--- config.mk ---
export PLATFORM = sky130hd
export DESIGN_NAME = output_buffer
export DESIGN_NICKNAME = d
export VERILOG_FILES = /design/src/rtl/output_buffer.sv
export SDC_FILE = /design/constraint.sdc
export NUM_CORES = 1
export LEC_CHECK = 0
export CORE_UTILIZATION = 44
export CTS_CLUSTER_SIZE = 8
export DETAILED_ROUTE_END_ITERATION = 10
export GPL_TIMING_DRIVEN = 0
export PLACE_DENSITY = 0.76
export REMOVE_ABC_BUFFERS = 1
export SETUP_SLACK_MARGIN = 0.3
export SLEW_MARGIN = 10
export SYNTH_ARGS = -nofsm -noshare
export SYNTH_HDL_FRONTEND = slang
export SYNTH_SLANG_ARGS = --single-unit
--- constraint.sdc ---
create_clock -name aclk -period 2.3 [get_ports aclk]
set_input_delay 0.69 -clock aclk [delete_from_list [all_inputs] [get_ports aclk]]
set_output_delay 0.69 -clock aclk [all_outputs]
set_load 0.02 [all_outputs]
--- src/rtl/output_buffer.sv ---
// rtl/output_buffer.sv - column-filtering AXI-Stream output stage with one-entry output register
module output_buffer #(
    parameter int DATA_WIDTH         = 8,
    parameter int C_AXIS_TDATA_WIDTH = 32,
    parameter int OUTPUT_HEIGHT      = 480,
    parameter int PROC_LATENCY       = 1
) (
    input  logic                            aclk,
    input  logic                            aresetn,
    input  logic [DATA_WIDTH-1:0]           result_R,
    input  logic [DATA_WIDTH-1:0]           result_G,
    input  logic [DATA_WIDTH-1:0]           result_B,
    input  logic                            is_full_columns_first_input,
    input  logic                            data_flowing,
    output logic                            output_has_back_pressure,
    output logic                            m_tvalid,
    input  logic                            m_tready,
    output logic [C_AXIS_TDATA_WIDTH-1:0]   m_tdata,
    output logic [C_AXIS_TDATA_WIDTH/8-1:0] m_tstrb,
    output logic                            m_tlast
);

    localparam int CW = $clog2(OUTPUT_HEIGHT + 1);
    localparam int TW = C_AXIS_TDATA_WIDTH;
    localparam int PW = 4 * DATA_WIDTH;

    logic          marker_in;
    logic          start;
    logic          capture;
    logic [TW-1:0] pixel;

    logic [CW-1:0] row_cnt_q, row_cnt_d;
    logic          tvalid_q, tvalid_d;
    logic          tlast_q, tlast_d;
    logic [TW-1:0] tdata_q, tdata_d;

    assign marker_in = is_full_columns_first_input && data_flowing;

    // The marker travels alongside its pixel through the processing block, so it only advances when data flows.
    generate
        if (PROC_LATENCY == 0) begin : g_no_delay
            assign start = marker_in;
        end else begin : g_delay
            logic [PROC_LATENCY-1:0] marker_q, marker_d;

            always_comb begin
                marker_d = marker_q;
                if (data_flowing) begin
                    marker_d[0] = marker_in;
                    for (int i = 1; i < PROC_LATENCY; i++) begin
                        marker_d[i] = marker_q[i-1];
                    end
                end
            end

            always_ff @(posedge aclk or negedge aresetn) begin
                if (!aresetn) begin
                    marker_q <= '0;
                end else begin
                    marker_q <= marker_d;
                end
            end

            assign start = marker_q[PROC_LATENCY-1];
        end
    endgenerate

    // R,G,B sit above a zero byte lane; any bits beyond that stay zero.
    generate
        if (TW >= PW) begin : g_pack_wide
            assign pixel = TW'({result_R, result_G, result_B, {DATA_WIDTH{1'b0}}});
        end else begin : g_pack_narrow
            assign pixel = TW'({result_R, result_G, result_B});
        end
    endgenerate

    assign capture = data_flowing && (start || (row_cnt_q != '0));

    always_comb begin
        row_cnt_d = row_cnt_q;
        tvalid_d  = tvalid_q;
        tlast_d   = tlast_q;
        tdata_d   = tdata_q;

        if (data_flowing) begin
            if (start) begin
                row_cnt_d = CW'(OUTPUT_HEIGHT - 1);
            end else if (row_cnt_q != '0) begin
                row_cnt_d = row_cnt_q - CW'(1);
            end
        end

        // A fresh capture wins over a drain in the same cycle.
        if (capture) begin
            tdata_d  = pixel;
            tvalid_d = 1'b1;
            tlast_d  = start ? (OUTPUT_HEIGHT == 1) : (row_cnt_q == CW'(1));
        end else if (tvalid_q && m_tready) begin
            tvalid_d = 1'b0;
        end
    end

    always_ff @(posedge aclk or negedge aresetn) begin
        if (!aresetn) begin
            row_cnt_q <= '0;
            tvalid_q  <= 1'b0;
            tlast_q   <= 1'b0;
            tdata_q   <= '0;
        end else begin
            row_cnt_q <= row_cnt_d;
            tvalid_q  <= tvalid_d;
            tlast_q   <= tlast_d;
            tdata_q   <= tdata_d;
        end
    end

    assign m_tvalid                 = tvalid_q;
    assign m_tlast                  = tlast_q;
    assign m_tdata                  = tdata_q;
    assign m_tstrb                  = '1;
    assign output_has_back_pressure = tvalid_q && !m_tready;

endmodule

-- After elaboration in Yosys (flattened, before gate mapping)
Index checks and enable logic that the tools add are counted.
- flip-flop bits (word level): 36
- output and inout bits: 39
- logic and storage cells: 22
- add/subtract/negate cells: 1
- equality and inequality tests: 1
- mux-type cells: 5
- reduce and logical (&&, ||, !) cells: 10
- operator list (operator ; number):
    $mux W9 ; 2
    $eq A9 B1 Y1 const B ; 1
    $reduce_bool A9 Y1 ; 1
    $sub A9 B1 Y9 const B ; 1
    $logic_and A1 B1 Y1 ; 4
    $reduce_bool A2 Y1 ; 2
    $mux W1 ; 3
    $reduce_and A2 Y1 ; 1
    $logic_not A1 Y1 ; 1
    $logic_or A1 B1 Y1 ; 1

-- Logic depth before layout (Yosys ltp)
- depth after elaboration: 4
- mapped depth: 7

-- Worst setup path before layout
No wires, ideal clock.
- path type: input-to-output
- start: input m_tready
- end: output output_has_back_pressure
- arrival time: 1013 ps
- required time: 1610 ps
- path slack: 597 ps
- cell stages on the path: 1
- path through: nor2b_1
- longest elaborated chain between the ends: 2
- RTL lines (element ; RTL line ; text):
    start, declared ; 17 ; input logic m_tready,
    $logic_not A1 Y1 ; 121 ; assign output_has_back_pressure = tvalid_q && !m_tready;
    $logic_and A1 B1 Y1 ; 121 ;
    end, declared ; 15 ; output logic output_has_back_pressure,
No other way between the ends.

-- Final worst setup path
- start: register tdata_q[24], in the netlist m_tdata[24]
- end: output m_tdata[24]
- RTL lines (element ; RTL line ; text):
    start, declared ; 35 ; logic [TW-1:0] tdata_q, tdata_d;
    start signal, assigned ; 113 ; tdata_q <= tdata_d;
    end, declared ; 18 ; output logic [C_AXIS_TDATA_WIDTH-1:0] m_tdata,
No word-level cell between the ends.

==> flow_summary.toml <==
[status]
status = "complete, no violations"

[yosys]
yosysTopAreaCell = "sky130_fd_sc_hd__dfrtp_1"
mappedNetlistArea_um2 = 1859
yosys.cell_count.top_type = "sky130_fd_sc_hd__dfrtp_1"
post-synth-top-area-fraction = 0.4845
synth_edf_count = 0
ys_warn_count = 0
ys_dominant_reg_cell = "sky130_fd_sc_hd__dfrtp_1"
synth_area_leaders = "sky130_fd_sc_hd__dfrtp_1, sky130_fd_sc_hd__mux2_4, sky130_fd_sc_hd__buf_4"
synth.cells.most_frequent = "sky130_fd_sc_hd__dfrtp_1, sky130_fd_sc_hd__mux2_4, sky130_fd_sc_hd__buf_4, sky130_fd_sc_hd__a21oi_1, sky130_fd_sc_hd__nand2_1"
post_synth_num_cell_types = 37
ys_async_sr_fraction = 1.000
synth_cells = 142
synth-seq-area-share = 0.4845
syn_avg_cell_area_um2 = 13.09
postSynthRegisterBits = 36

[timing]
worstMarginPinSlew_ns = 0.7554
timing.clock.skew_ns = 0.003890
layout_min_cycle_time_ns = 1.974
finalSetupTns_ns = 0
fmax_mhz = 506.7
relSlewSlack = 0.4964
timing.final.setup_violations = 0
timing.final.crit_share = 0.8581
hold_violations = 0
timing_max_transition_violations_final = 0
rsz0062_at_grt = "no"

[die]
num_rows = 23
die_area_um2 = 4490
core_area_um2 = 4029
floorplan.die.width_um = 67.01
floorplan.die.height_um = 67.01
floorplan.initialDensity = 0.4615
io-pin-count = 68

[global_route]
global_routing_usage_on_met1 = 0.2357
grt_use_total = 0.1872
grt_busiest_layer = "met2"
grt_start_max_net_pins = 37
gr_met2_demand_resource = 0.2750
met3_usage = 0.07192
antenna_found_initial = 0
grt_pass1_vias = 1233
overflow = 0
grt_pass1_wl_mm = 5.989

[min_path]
hold_path.class = "primary input to async pin"

[finish]
post_route_cells_drive_above_1_share = 0.2211
diodes = 0
final_core_utilization = 0.6217
final_net_count = 231
area_delta_synth_final_pct = 34.72
fin_area_um2 = 2505

[route]
route.vias.total = 1292
drt_drc_violations_left = 0
drt_first_pass_iters = 4
wl_mm = 3.817
drtIter0Drc = 58
detail_route.wl_per_cell_um = 15.33
route.antenna.remaining_nets = 0
post_drt_via_cell_ratio = 5.189

[power]
power.density_cell_area_nw_per_um2 = 727.4
p_seq_frac = 0.463
worst_ir_drop_vdd_mv = 0.4290
internal_power_uw = 1254
p_leak_uw = 0.001173
power.share.clock = 0.264
combPwrFrac = 0.273
p_switching_uw = 568.1
power.share.switching = 0.3118

[placement]
hpwl_mm = 2.599
gp_routability_congestion = 0.7872
place_area_um2 = 2351
port_buffer_cells = 55

[clock_network]
htree_levels = 2
path_clk_slew_ns = 0.07
total_cts_buffers = 5
cts_tree = "done"
clock_sinks = 36
root_buffer = "sky130_fd_sc_hd__clkbuf_8"
clock_insertion_delay_worst_skew_ns = 0.29
cts_max_path_buffers = 2

[flow_run]
cap_violations = 0

[critical_path]
criticalPathCategory = "flip-flop to primary output"
worstPathBufferInverterCount = 1
critical-path-slowest-cell = "sky130_fd_sc_hd__clkdlybuf4s50_1"
cp-start-kind = "flip-flop"
critPathTopFamily = "buffers and inverters"
crit_path_end_kind = "primary output"
cp_slowest_stage_delay_ns = 0.61
crit_fanout = 2
cp.required_ns = 1.61
crit_chain = "clkdlybuf4s50_1"
worst_ep_arrival_time_ns = 1.28
[layout make-up]
class	instances	area (µm²)
inverter	6	22.52
tap	50	62.56
clock buffer	7	96.34
sequential	36	900.9
fill	312	1524
multi-input combinational	94	842.1
timing repair buffer	56	580.6
[through the flow]
step           power (µW)  std cells  hold slack [ns]  setup WS [ns]
2_1_floorplan        1125        135           0.3944         0.4942
3_3_place_gp         1317        240           0.4762        -0.2382
3_5_place_dp         1341        240           0.4910        -0.2721
4_1_cts              1836        248           0.4996         0.3019
5_1_grt              1914        249           0.5294         0.3009
6_report             1822        249           0.4646         0.3263
[layout by cell type, fill, tap and decap left out, types with 2 or more instances in the layout]
cell / instances
sky130_fd_sc_hd__conb_1: 12
sky130_fd_sc_hd__nor2b_2: 2
sky130_fd_sc_hd__nand2_1: 7
sky130_fd_sc_hd__clkdlybuf4s50_1: 45
sky130_fd_sc_hd__dlymetal6s2s_1: 6
sky130_fd_sc_hd__ha_1: 3
sky130_fd_sc_hd__nor3_1: 2
sky130_fd_sc_hd__o21ai_0: 6
sky130_fd_sc_hd__inv_1: 6
sky130_fd_sc_hd__a21o_1: 2
sky130_fd_sc_hd__o2bb2ai_1: 2
sky130_fd_sc_hd__dfrtp_1: 36
sky130_fd_sc_hd__a31o_4: 2
sky130_fd_sc_hd__a21oi_1: 7
sky130_fd_sc_hd__mux2_4: 24
sky130_fd_sc_hd__nand3_1: 4
sky130_fd_sc_hd__clkbuf_8: 7
sky130_fd_sc_hd__nor2_1: 3
[worst register-to-register path: cells and delay by family (launching register included)]
family	cells	cell delay, ns
muxes	1	0.32
buffers and inverters	1	0.16
and+or+nand+nor	1	0.56
DFF	1	0.46
AOI/OAI and AO/OA	1	0.25
[final timing paths]
| check | from | slack, ns | depth (start not counted) | endpoint |
|---|---|---|---|---|
| hold / removal | aresetn | 0.46 | 1 | row_cnt_q[5] |
| hold reg to reg | m_tlast | 0.51 | 1 | m_tlast |
| min in group aclk | m_tlast | 0.51 | 1 | m_tlast |
| max in group asynchronous | aresetn | 1.35 | 1 | m_tvalid |
| setup reg to reg | row_cnt_q[3] | 0.43 | 4 | m_tdata[17] |
| setup / recovery | m_tdata[24] | 0.33 | 1 | m_tdata[24] |
[state kept, by name, summed over array words and instances, names as in the netlist]
signal	cells
m_tlast	1
g_delay.marker_q	1
m_tvalid	1
row_cnt_q	9
m_tdata	24
[cells by family (layout without fill, tap and decap cells)]
family | after synthesis | in the layout | share of synthesized area
AO/OA/AOI/OAI | 25 | 26 | 0.1057
adder cells (fa/ha/maj) | 3 | 3 | 0.02019
multiplexers | 25 | 25 | 0.1992
flip-flops | 36 | 36 | 0.4845
other | 2 | 12 | 0.004039
AND/OR/NAND/NOR | 28 | 28 | 0.09154
buffers and inverters | 23 | 69 | 0.09488
[repair_timing]
| item | in CTS | in global routing |
|---|---|---|
| hold buffers | 0 | 0 |
| gates cloned | 1 | 0 |
| endpoints found under the setup margin | 30 | 30 |
| hold endpoints to repair | 0 | 0 |
| setup buffers | 0 | 1 |
| gates resized for setup | 10 | 8 |
[routing by layer]
metal  part of all wire  vias to the layer above
met5                  0                        -
met4              0.019                        0
met3              0.082                        6
met2               0.49                       64
met1               0.41                      637
li1                   -                      585
[power by group through the flow]
stage / clock network [µW] / registers [µW] / logic, µW
3_3_place_gp: 0 / 844 / 473
3_5_place_dp: 0 / 850 / 491
6_report: 481 / 843 / 498
5_1_grt: 520 / 857 / 537
2_1_floorplan: 0 / 884 / 241
4_1_cts: 494 / 843 / 499
No activity file was read; power rests on OpenSTA's default activity.
